## src/rtl/rfphoenix_icache_fill_if.sv

```systemverilog
// Memory read port of the I$ fill controller: one 128-bit beat per mem_ack.
interface rfphoenix_icache_fill_if #(
  parameter int AWID = 32
);
  logic            mem_req;
  logic [AWID-1:0] mem_adr;
  logic            mem_ack;
  logic            mem_err;
  logic [127:0]    mem_dat;

  modport master (output mem_req, mem_adr, input mem_ack, mem_err, mem_dat);
  modport slave  (input mem_req, mem_adr, output mem_ack, mem_err, mem_dat);
endinterface

```

## src/rtl/rfphoenix_icache_fill.sv

```systemverilog
// I$ miss/fill controller: picks a victim way, fetches a 64-byte line in four
// beats, writes it into the arrays and owns the per-way valid bits.
module rfphoenix_icache_fill #(
  parameter  int LINES = 128,
  parameter  int WAYS  = 4,
  parameter  int AWID  = 32,
  localparam int IW    = $clog2(LINES),
  localparam int WW    = $clog2(WAYS),
  localparam int TW    = AWID - 6
) (
  input  logic                        clk,
  input  logic                        rst,
  input  logic                        miss,
  input  logic [AWID-1:0]             miss_adr,
  input  logic                        invall,
  input  logic                        invline,
  input  logic [AWID-1:0]             inv_adr,
  rfphoenix_icache_fill_if.master     mem,
  output logic                        wr_en,
  output logic [WW-1:0]               wr_way,
  output logic [IW-1:0]               wr_idx,
  output logic [TW-1:0]               wr_tag,
  output logic [511:0]                wr_line,
  output logic [WAYS-1:0][LINES-1:0]  valid,
  output logic                        busy,
  output logic                        done,
  output logic                        err
);

  typedef enum logic [1:0] {IDLE, FETCH, WRITE} state_t;

  state_t                     state_q, state_d;
  logic [1:0]                 beat_q, beat_d;
  logic [TW-1:0]              tag_q, tag_d;
  logic [WW-1:0]              way_q, way_d;
  logic [WW-1:0]              rr_q, rr_d;
  logic                       allv_q, allv_d;
  logic [3:0][127:0]          line_q, line_d;
  logic [WAYS-1:0][LINES-1:0] valid_q, valid_d;
  logic                       mem_req_q, mem_req_d;
  logic [AWID-1:0]            mem_adr_q, mem_adr_d;
  logic                       wr_en_q, wr_en_d;
  logic                       done_q, done_d;
  logic                       err_q, err_d;
  logic                       busy_q, busy_d;

  logic [IW-1:0] miss_idx, inv_idx;
  logic [1:0]    beat_inc;
  logic          free_found;
  logic [WW-1:0] free_way;

  assign miss_idx = miss_adr[6 +: IW];
  assign inv_idx  = inv_adr[6 +: IW];
  assign beat_inc = beat_q + 2'd1;

  // Low address bits never reach the arrays: lines are 64-byte aligned.
  logic unused_adr;
  assign unused_adr = ^{miss_adr[5:0], inv_adr[AWID-1:6+IW], inv_adr[5:0]};

  // Lowest-numbered free way at the missing index.
  always_comb begin
    free_found = 1'b0;
    free_way   = '0;
    for (int w = WAYS-1; w >= 0; w--) begin
      if (!valid_q[w][miss_idx]) begin
        free_found = 1'b1;
        free_way   = WW'(w);
      end
    end
  end

  always_comb begin
    state_d   = state_q;
    beat_d    = beat_q;
    tag_d     = tag_q;
    way_d     = way_q;
    rr_d      = rr_q;
    allv_d    = allv_q;
    line_d    = line_q;
    valid_d   = valid_q;
    mem_req_d = mem_req_q;
    mem_adr_d = mem_adr_q;
    wr_en_d   = 1'b0;
    done_d    = 1'b0;
    err_d     = 1'b0;

    case (state_q)
      IDLE: begin
        if (miss) begin
          tag_d     = miss_adr[AWID-1:6];
          way_d     = free_found ? free_way : rr_q;
          allv_d    = !free_found;
          beat_d    = 2'd0;
          mem_req_d = 1'b1;
          mem_adr_d = {miss_adr[AWID-1:6], 6'b0};
          state_d   = FETCH;
        end
      end
      FETCH: begin
        if (mem.mem_ack) begin
          if (mem.mem_err) begin
            mem_req_d = 1'b0;
            err_d     = 1'b1;
            beat_d    = 2'd0;
            state_d   = IDLE;
          end else begin
            line_d[beat_q] = mem.mem_dat;
            beat_d         = beat_inc;
            if (beat_q == 2'd3) begin
              mem_req_d = 1'b0;
              wr_en_d   = 1'b1;
              done_d    = 1'b1;
              state_d   = WRITE;
            end else begin
              mem_adr_d = {tag_q, beat_inc, 4'b0};
            end
          end
        end
      end
      WRITE: begin
        valid_d[way_q][tag_q[IW-1:0]] = 1'b1;
        if (allv_q) rr_d = rr_q + 1'b1;
        state_d = IDLE;
      end
      default: state_d = IDLE;
    endcase

    // Invalidation is applied last so it overrides a same-cycle fill.
    if (invline) begin
      for (int w = 0; w < WAYS; w++) valid_d[w][inv_idx] = 1'b0;
    end
    if (invall) valid_d = '0;

    busy_d = (state_d != IDLE);
  end

  always_ff @(posedge clk) begin
    if (rst) begin
      state_q   <= IDLE;
      beat_q    <= '0;
      tag_q     <= '0;
      way_q     <= '0;
      rr_q      <= '0;
      allv_q    <= 1'b0;
      line_q    <= '0;
      valid_q   <= '0;
      mem_req_q <= 1'b0;
      mem_adr_q <= '0;
      wr_en_q   <= 1'b0;
      done_q    <= 1'b0;
      err_q     <= 1'b0;
      busy_q    <= 1'b0;
    end else begin
      state_q   <= state_d;
      beat_q    <= beat_d;
      tag_q     <= tag_d;
      way_q     <= way_d;
      rr_q      <= rr_d;
      allv_q    <= allv_d;
      line_q    <= line_d;
      valid_q   <= valid_d;
      mem_req_q <= mem_req_d;
      mem_adr_q <= mem_adr_d;
      wr_en_q   <= wr_en_d;
      done_q    <= done_d;
      err_q     <= err_d;
      busy_q    <= busy_d;
    end
  end

  assign mem.mem_req = mem_req_q;
  assign mem.mem_adr = mem_adr_q;
  assign wr_en       = wr_en_q;
  assign wr_way      = way_q;
  assign wr_idx      = tag_q[IW-1:0];
  assign wr_tag      = tag_q;
  assign wr_line     = line_q;
  assign valid       = valid_q;
  assign busy        = busy_q;
  assign done        = done_q;
  assign err         = err_q;

endmodule

```

## src/flat_wrapper.sv

```systemverilog
// flat-port wrapper written by rule: the top's interface ports become plain ports
module rfphoenix_icache_fill_flat 
#(
  parameter  int LINES = 128,
  parameter  int WAYS  = 4,
  parameter  int AWID  = 32,
  localparam int IW    = $clog2(LINES),
  localparam int WW    = $clog2(WAYS),
  localparam int TW    = AWID - 6
)
  (clk, rst, miss, miss_adr, invall, invline, inv_adr, wr_en, wr_way, wr_idx, wr_tag, wr_line, valid, busy, done, err, mem_mem_req, mem_mem_adr, mem_mem_ack, mem_mem_err, mem_mem_dat);
  rfphoenix_icache_fill_if #(.AWID(AWID)) mem_i ();
  input  logic clk;
  input  logic rst;
  input  logic miss;
  input  logic [AWID-1:0] miss_adr;
  input  logic invall;
  input  logic invline;
  input  logic [AWID-1:0] inv_adr;
  output logic wr_en;
  output logic [WW-1:0] wr_way;
  output logic [IW-1:0] wr_idx;
  output logic [TW-1:0] wr_tag;
  output logic [511:0] wr_line;
  output logic [WAYS-1:0][LINES-1:0] valid;
  output logic busy;
  output logic done;
  output logic err;
  output wire logic [$bits(mem_i.mem_req)-1:0] mem_mem_req;
  output wire logic [$bits(mem_i.mem_adr)-1:0] mem_mem_adr;
  input wire logic [$bits(mem_i.mem_ack)-1:0] mem_mem_ack;
  input wire logic [$bits(mem_i.mem_err)-1:0] mem_mem_err;
  input wire logic [$bits(mem_i.mem_dat)-1:0] mem_mem_dat;
  assign mem_mem_req = mem_i.mem_req;
  assign mem_mem_adr = mem_i.mem_adr;
  assign mem_i.mem_ack = mem_mem_ack;
  assign mem_i.mem_err = mem_mem_err;
  assign mem_i.mem_dat = mem_mem_dat;
  rfphoenix_icache_fill #(.LINES(LINES), .WAYS(WAYS), .AWID(AWID)) u_core (.clk(clk), .rst(rst), .miss(miss), .miss_adr(miss_adr), .invall(invall), .invline(invline), .inv_adr(inv_adr), .mem(mem_i), .wr_en(wr_en), .wr_way(wr_way), .wr_idx(wr_idx), .wr_tag(wr_tag), .wr_line(wr_line), .valid(valid), .busy(busy), .done(done), .err(err));
endmodule
```

## config.mk

```make
export PLATFORM = sky130hd
export DESIGN_NAME = rfphoenix_icache_fill_flat
export DESIGN_NICKNAME = d
export VERILOG_FILES = /design/src/rtl/rfphoenix_icache_fill_if.sv /design/src/rtl/rfphoenix_icache_fill.sv /design/src/flat_wrapper.sv
export SDC_FILE = /design/constraint.sdc
export NUM_CORES = 2
export LEC_CHECK = 0
export BUFFER_PORTS_ARGS = -buffer_cell sky130_fd_sc_hd__buf_2
export CAP_MARGIN = 20
export CORE_AREA = 2 2 511 513
export DETAILED_ROUTE_END_ITERATION = 10
export DIE_AREA = 0 0 513 515
export PLACE_DENSITY_LB_ADDON = 0.05
export SLEW_MARGIN = 5
export SYNTH_ARGS = -nofsm -noshare
export SYNTH_HDL_FRONTEND = slang
export SYNTH_SLANG_ARGS = --single-unit
export TNS_END_PERCENT = 10
```

## constraint.sdc

```tcl
create_clock -name clk -period 7.02 [get_ports clk]
set_input_delay 0 -clock clk [delete_from_list [all_inputs] [get_ports clk]]
set_output_delay 0 -clock clk [all_outputs]
set_load 0.01 [all_outputs]
```

-- Word level (Yosys, flattened, before mapping)
Cells that the tools add are included.
- bitwise gates (word level): 9
- $add $sub $neg: 2
- reduce and logical (&&, ||, !) cells: 17
- equality and inequality tests: 8
- divide/modulo/power cells: 0
- $mul: 0
- shift operators: 0
- multiplexer cells: 49
- order comparisons: 9
- operators by type and width (cell ; count):
    two-way mux 512 bit ; 2
    bitwise AND 128 bit ; 4
    bitwise mux 512 bit ; 1
    demux 128 bit (select 2 bit) ; 2
    OR 512 bit ; 1
    two-way mux 128 bit ; 2
    two-way mux 32 bit ; 4
    NOT 128 bit ; 1
    one-hot mux 32 bit (2 select lines) ; 1
    binary-select mux 1 bit (select 7 bit) ; 4
    < comparator 7 x 8 -> 1 bit (second input constant) ; 3
    two-way mux 2 bit ; 12
    two-way mux 1 bit ; 16
    demux 1 bit (select 7 bit) ; 2
    greater-or-equal comparator 7 x 1 -> 1 bit (second input constant) ; 2
    inequality test 2 bit (second input constant) ; 4
    one-hot mux 2 bit (2 select lines) ; 2
    < comparator 2 x 3 -> 1 bit (second input constant) ; 2
    AND reduction 3 bit ; 2
    AND reduction 5 bit ; 1
    adder 2 x 1 -> 2 bit (second input constant) ; 2
    equality test 2 bit (second input constant) ; 2
    greater-or-equal comparator 2 x 1 -> 1 bit (second input constant) ; 2
    logical AND 1 bit ; 4
    12 further kinds ; 16
- register bits: 1095
- memories kept: 0
- bits in latches: 0
- logic and storage cells: 113
- memory bits (read-only): 0
- input port bits: 199
- RAM bits: 0

-- Logic depth before layout (Yosys ltp)
- depth after elaboration: 10
- mapped depth: 13

-- Worst setup path before layout
No wires, ideal clock.
- path type: input to register
- start: input port miss_adr[7]
- end: register u_core.allv_q
- setup time: 128 ps
- arrival: 2265 ps
- data required time: 6892 ps
- slack: 4628 ps
- buffers on the path: 2
- cell stages on the path: 10
- path through: buf_2 -> buf_1 -> mux4_2 -> mux4_2 -> nand2_1 -> o21ai_1 -> or3_1 -> a31oi_1 -> a2bb2oi_1 -> nor2_1
- longest elaborated chain between the ends: 7
- elaborated cells between the ends (all ways): 13
- ends and longest elaborated chain (item ; RTL line ; source):
    start, declared ; flat_wrapper.sv:16 ; input logic [AWID-1:0] miss_adr;
    binary-select mux 1 bit (select 7 bit) ; rfphoenix_icache_fill.sv:65 ; if (!valid_q[w][miss_idx]) begin
    two-way mux 1 bit (not written as such) ; rfphoenix_icache_fill.sv:65 ;
    two-way mux 1 bit (3 in series) ; rfphoenix_icache_fill.sv:65 ;
    two-way mux 1 bit (*) ; rfphoenix_icache_fill.sv:65 ;
    logical NOT 1 bit (*) ; rfphoenix_icache_fill.sv:92 ; allv_d = !free_found;
    end signal, assigned ; rfphoenix_icache_fill.sv:159 ; allv_q <= allv_d;
    end, declared ; rfphoenix_icache_fill.sv:37 ; logic allv_q, allv_d;
Every way passes the cells marked *; elsewhere a longest branch is shown, timed or not. The select of a mux whose other input is x is not followed.
A chain may end at the register's enable or synchronous reset.

-- Worst setup path after layout
Ends and elaborated chain as after synthesis.

==> results_tabular.tex <==
\begin{tabular}{lr}
\hline
Metric & Value \\
\hline
\multicolumn{2}{l}{\textbf{Cells and area}} \\
Layout cell share with drive strength beyond 1 & 26.5\% \\
Synth-to-Final Area Change & 44.1\% \\
Fill count & 28.7k \\
Net count, final & 6510 \\
Storage cell area & 21800 sq um \\
Area used by multi-input combinational logic & 17700 sq um \\
Fin util & 22.8\% \\
\multicolumn{2}{l}{\textbf{Drt}} \\
DRC violation count after routing & 0 \\
First-pass detailed-route iteration total & 5 \\
Max Used Layer & met5 \\
Met2 wirelength from detailed routing & 139 mm \\
Routed wire length & 286 mm \\
Detailed-route via count & 41.9k \\
Violation count after the first detailed-routing iteration & 2593 \\
Routed length on met3 & 23.5 mm \\
Number of vias per cell & 4.27 \\
Post-DR wirelength/cell & 29.1 um \\
M1 WL & 119 mm \\
Detail Route Antenna Nets & 0 \\
\multicolumn{2}{l}{\textbf{Synth}} \\
Compound-Gate Fraction of Synth Area & 16.5\% \\
Leading area contributor after synthesis & dfxtp\_1 \\
Post-synthesis share of cell area spent on and, or, nand and nor gates & 18.6\% \\
Area of the mapped netlist & 40900 sq um \\
Number of synthesized register bits & 1091 \\
Share of synthesized area spent on multiplexers & 7.67\% \\
Sequential area share after synthesis & 53.4\% \\
Count of cell types in the netlist & 57 \\
Main combinational cell family by area after synthesis & simple AND/OR/NAND/NOR gates \\
Number of enable flip-flop cells after synthesis & 0 \\
Post-synthesis share of cell area spent on xor and xnor gates & 0.0429\% \\
Yosys warns & 0 \\
Synth area leaders & dfxtp\_1 53\%, a21oi\_1 13\%, nand2\_1 11\%, mux4\_2 7.3\%, nor2\_1 6.4\% \\
Main flop type after synthesis & dfxtp\_1 \\
Cell count after synthesis & 4856 \\
Share of the synthesized area in the top cell type & 53.4\% \\
Post-Syn Area per Cell & 8.42 sq um \\
Adder-cell share of the synthesized area & 0.122\% \\
Share of flip-flops with an asynchronous set or reset after synthesis & 0\% \\
\multicolumn{2}{l}{\textbf{STA}} \\
Transition time at the pin with the least slew margin & 1.14 ns \\
Final worst path period share & 50.8\% \\
WHS & 0.0800 ns \\
Max-Slew Margin vs Limit & 24.1\% \\
FMAX & 281 MHz \\
Final Setup Violations & 0 \\
Setup TNS after final layout & 0 ns \\
Final-report max-slew violation count & 0 \\
Post-layout min period & 3.56 ns \\
Setup repair after global routing missed its margin & no \\
Worst Skew & 0.0451 ns \\
Final-report hold violation count & 0 \\
Setup WS post-layout & 3.46 ns \\
\multicolumn{2}{l}{\textbf{Power and ir drop}} \\
Power density relative to cell area & 254 nW/um\^{}2 \\
Worst IR drop on VDD & 0.238 mV \\
Standby leakage power & 23.4 nW \\
\multicolumn{2}{l}{\textbf{Critical path}} \\
Endpoint required time on the critical path & 7.70 ns \\
End of the worst register-to-register path & u\_core.wr\_line[352] \\
R2r setup slk & 3.75 ns \\
Worst endpoint data arrival time & 4.24 ns \\
Top fanout value on the critical path & 53 \\
Startpoint of the worst-slack reg-to-reg timing path & u\_core.state\_q[0] \\
Worst Setup End Kind & flop \\
Cells on worst reg2reg path & 8 \\
Start-to-end type of the worst setup path & input pin to flop \\
Kind of start point of the critical path & input pin \\
\multicolumn{2}{l}{\textbf{Hold path}} \\
Worst min-delay path class & input pin to flop \\
Hold Path Cell Cnt & 4 \\
Endpoint with the worst hold slack & u\_core.wr\_tag[22] \\
Source of the worst hold timing path & miss\_adr[28] \\
\multicolumn{2}{l}{\textbf{Clocking}} \\
Post-CTS setup repair buffer count & 0 \\
Total CTS buffers & 150 \\
Number of sinks driven by the clock tree & 1091 \\
Root buf cell & clkbuf\_16 \\
H-tree levels & 4 \\
Worst-skew pair later-pin latency & 0.82 ns \\
Count of cells resized by post-cts repair & 0 \\
Number of buffers between clock root and the deepest sink & 3 \\
Clock-pin transition on the worst setup and hold timing paths & 0.06 ns \\
TritonCTS clock tree & built \\
\multicolumn{2}{l}{\textbf{Global route}} \\
Wire length of the first global-routing pass & 382 mm \\
Antenna violations before repair & 16 \\
Pin count of the biggest net entering global routing & 136 \\
Overall routing resource usage & 20.8\% \\
Via count of the first global-routing pass & 40.6k \\
Remaining global-route overflow & 0 \\
\multicolumn{2}{l}{\textbf{Floorplan}} \\
Floorplan core area & 259000 sq um \\
Die boundary height & 515 um \\
Starting density of the core & 15.8\% \\
Top-level port count & 1295 \\
Placement row count & 187 \\
Horiz. Die Dim & 513 um \\
Full die area & 264000 sq um \\
\multicolumn{2}{l}{\textbf{Placement}} \\
Post-detail-place hpwl & 205 mm \\
Setup slack at placement & 3.22 ns \\
RD Place Congestion & 0.793 \\
Count of buffers from port buffering & 1259 \\
\multicolumn{2}{l}{\textbf{Job}} \\
Count of maximum capacitance violations & 0 \\
\multicolumn{2}{l}{\textbf{Status}} \\
Status & completed \\
\hline
\end{tabular}
final cells by class:
class,count,share of cell area (%)
Antenna cell,8,0.0340
Clock buffer,229,7.42
Clock inverter,33,0.869
Inverter,7,0.0446
Multi-Input combinational cell,3416,30.1
Sequential cell,1091,37.1
Tap cell,3402,7.23
Timing Repair Buffer,1641,17.3
Yosys cell counts, types with 3 or more instances:
master	instances
and3_1	7
nand3_1	23
ha_1	4
nor2b_1	19
nand4_1	5
mux4_2	133
mux2i_1	9
nor3_1	8
inv_1	4
a211oi_1	13
o21ai_0	135
nand2b_1	9
clkbuf_1	290
a22oi_1	29
buf_1	21
nand2_1	1172
nor2_1	699
a221o_1	3
dfxtp_1	1091
and2_1	4
o21ai_1	5
nand3b_1	6
buf_2	8
a21oi_1	1069
a311oi_1	25
buf_4	21
buf_6	3
stage by stage:
step                cells  power, mW  cell area [sq um]
floorplan            4859       6.75              40900
global placement     9240       7.20              50800
detailed placement   9241       7.20              50800
finish               9827       15.0              58900
global route         9824       15.5              58900
CTS                  9819       15.3              58900
state kept, by name (all words and copies together) (netlist names):
name,count
u_core.valid,512
u_core.wr_line,512
u_core.mem.mem_adr,28
u_core.wr_tag,26
u_core.beat_q,2
u_core.rr_q,2
u_core.state_q,2
u_core.wr_way,2
u_core.allv_q,1
u_core.busy,1
u_core.err,1
u_core.mem.mem_req,1
u_core.wr_en,1
how the worst max path moves through the flow:
stage,startpoint,to,slack [ns]
floorplan,miss_adr[7],u_core.allv_q,4.63
detailed placement,miss_adr[7],u_core.allv_q,3.22
CTS,miss_adr[7],u_core.allv_q,3.53
global route,miss_adr[7],u_core.wr_way[1],3.38
finish,miss_adr[7],u_core.allv_q,3.46
global placement,miss_adr[7],u_core.allv_q,3.17
cell families (layout without fill, tap and decap cells):
kind of cell | count (synthesis) | count (layout)
and+or+nand+nor | 1964 | 1964
DFF | 1091 | 1091
muxes | 145 | 145
buffers and inverters | 352 | 1910
adders and majority gates | 4 | 4
other | 1 | 12
xor gates and xnor gates | 2 | 2
AOI/OAI and AO/OA | 1297 | 1297
per-layer routing:
layer / vias to the layer above / track usage [%]
met2: 1386 / 35.7
met5: - / 0
met3: 240 / 7.08
met1: 20900 / 25.0
li1: 19400 / -
met4: 8 / 4.33
placed cells by master (no fill, tap or decap), drive strengths merged, types with 6 or more instances in the layout:
cell type | synthesis | routed
nand2 | 1172 | 1172
diode | 0 | 8
inv | 5 | 11
a21oi | 1069 | 1069
clkbuf | 290 | 229
nor2b | 19 | 19
buf | 55 | 1325
nor3 | 8 | 8
dlygate4sd3 | 0 | 316
a311oi | 25 | 25
and3 | 7 | 7
nand2b | 9 | 9
a22oi | 29 | 29
clkinv | 2 | 23
dfxtp | 1091 | 1091
mux4 | 134 | 134
nand3 | 23 | 23
mux2i | 9 | 9
nor2 | 699 | 699
nand3b | 6 | 6
a211oi | 13 | 13
o21ai | 140 | 140
critical path: stages:
cell,delay (ns)
dlygate4sd3_1,0.54
buf_6,0.53
buf_4,0.65
mux4_2,0.59
mux2i_1,0.32
a221oi_1,0.17
a21oi_1,0.37
o41ai_1,0.27
a31oi_1,0.34
a2bb2oi_1,0.20
nor2_1,0.05
repair_timing:
item | in CTS | in global routing
setup endpoints to repair | 0 | 0
endpoints found under the hold margin | 728 | 0
hold buffers | 316 | 0
power breakdown:
group / leakage [nW] / switching (mW) / total (mW) / internal, mW
combinational: 12.3 / 0.624 / 0.926 / 0.303
sequential: 8.80 / 0.0359 / 6.28 / 6.24
clock: 2.37 / 3.29 / 7.76 / 4.47
(Power assumes the default switching activity.)
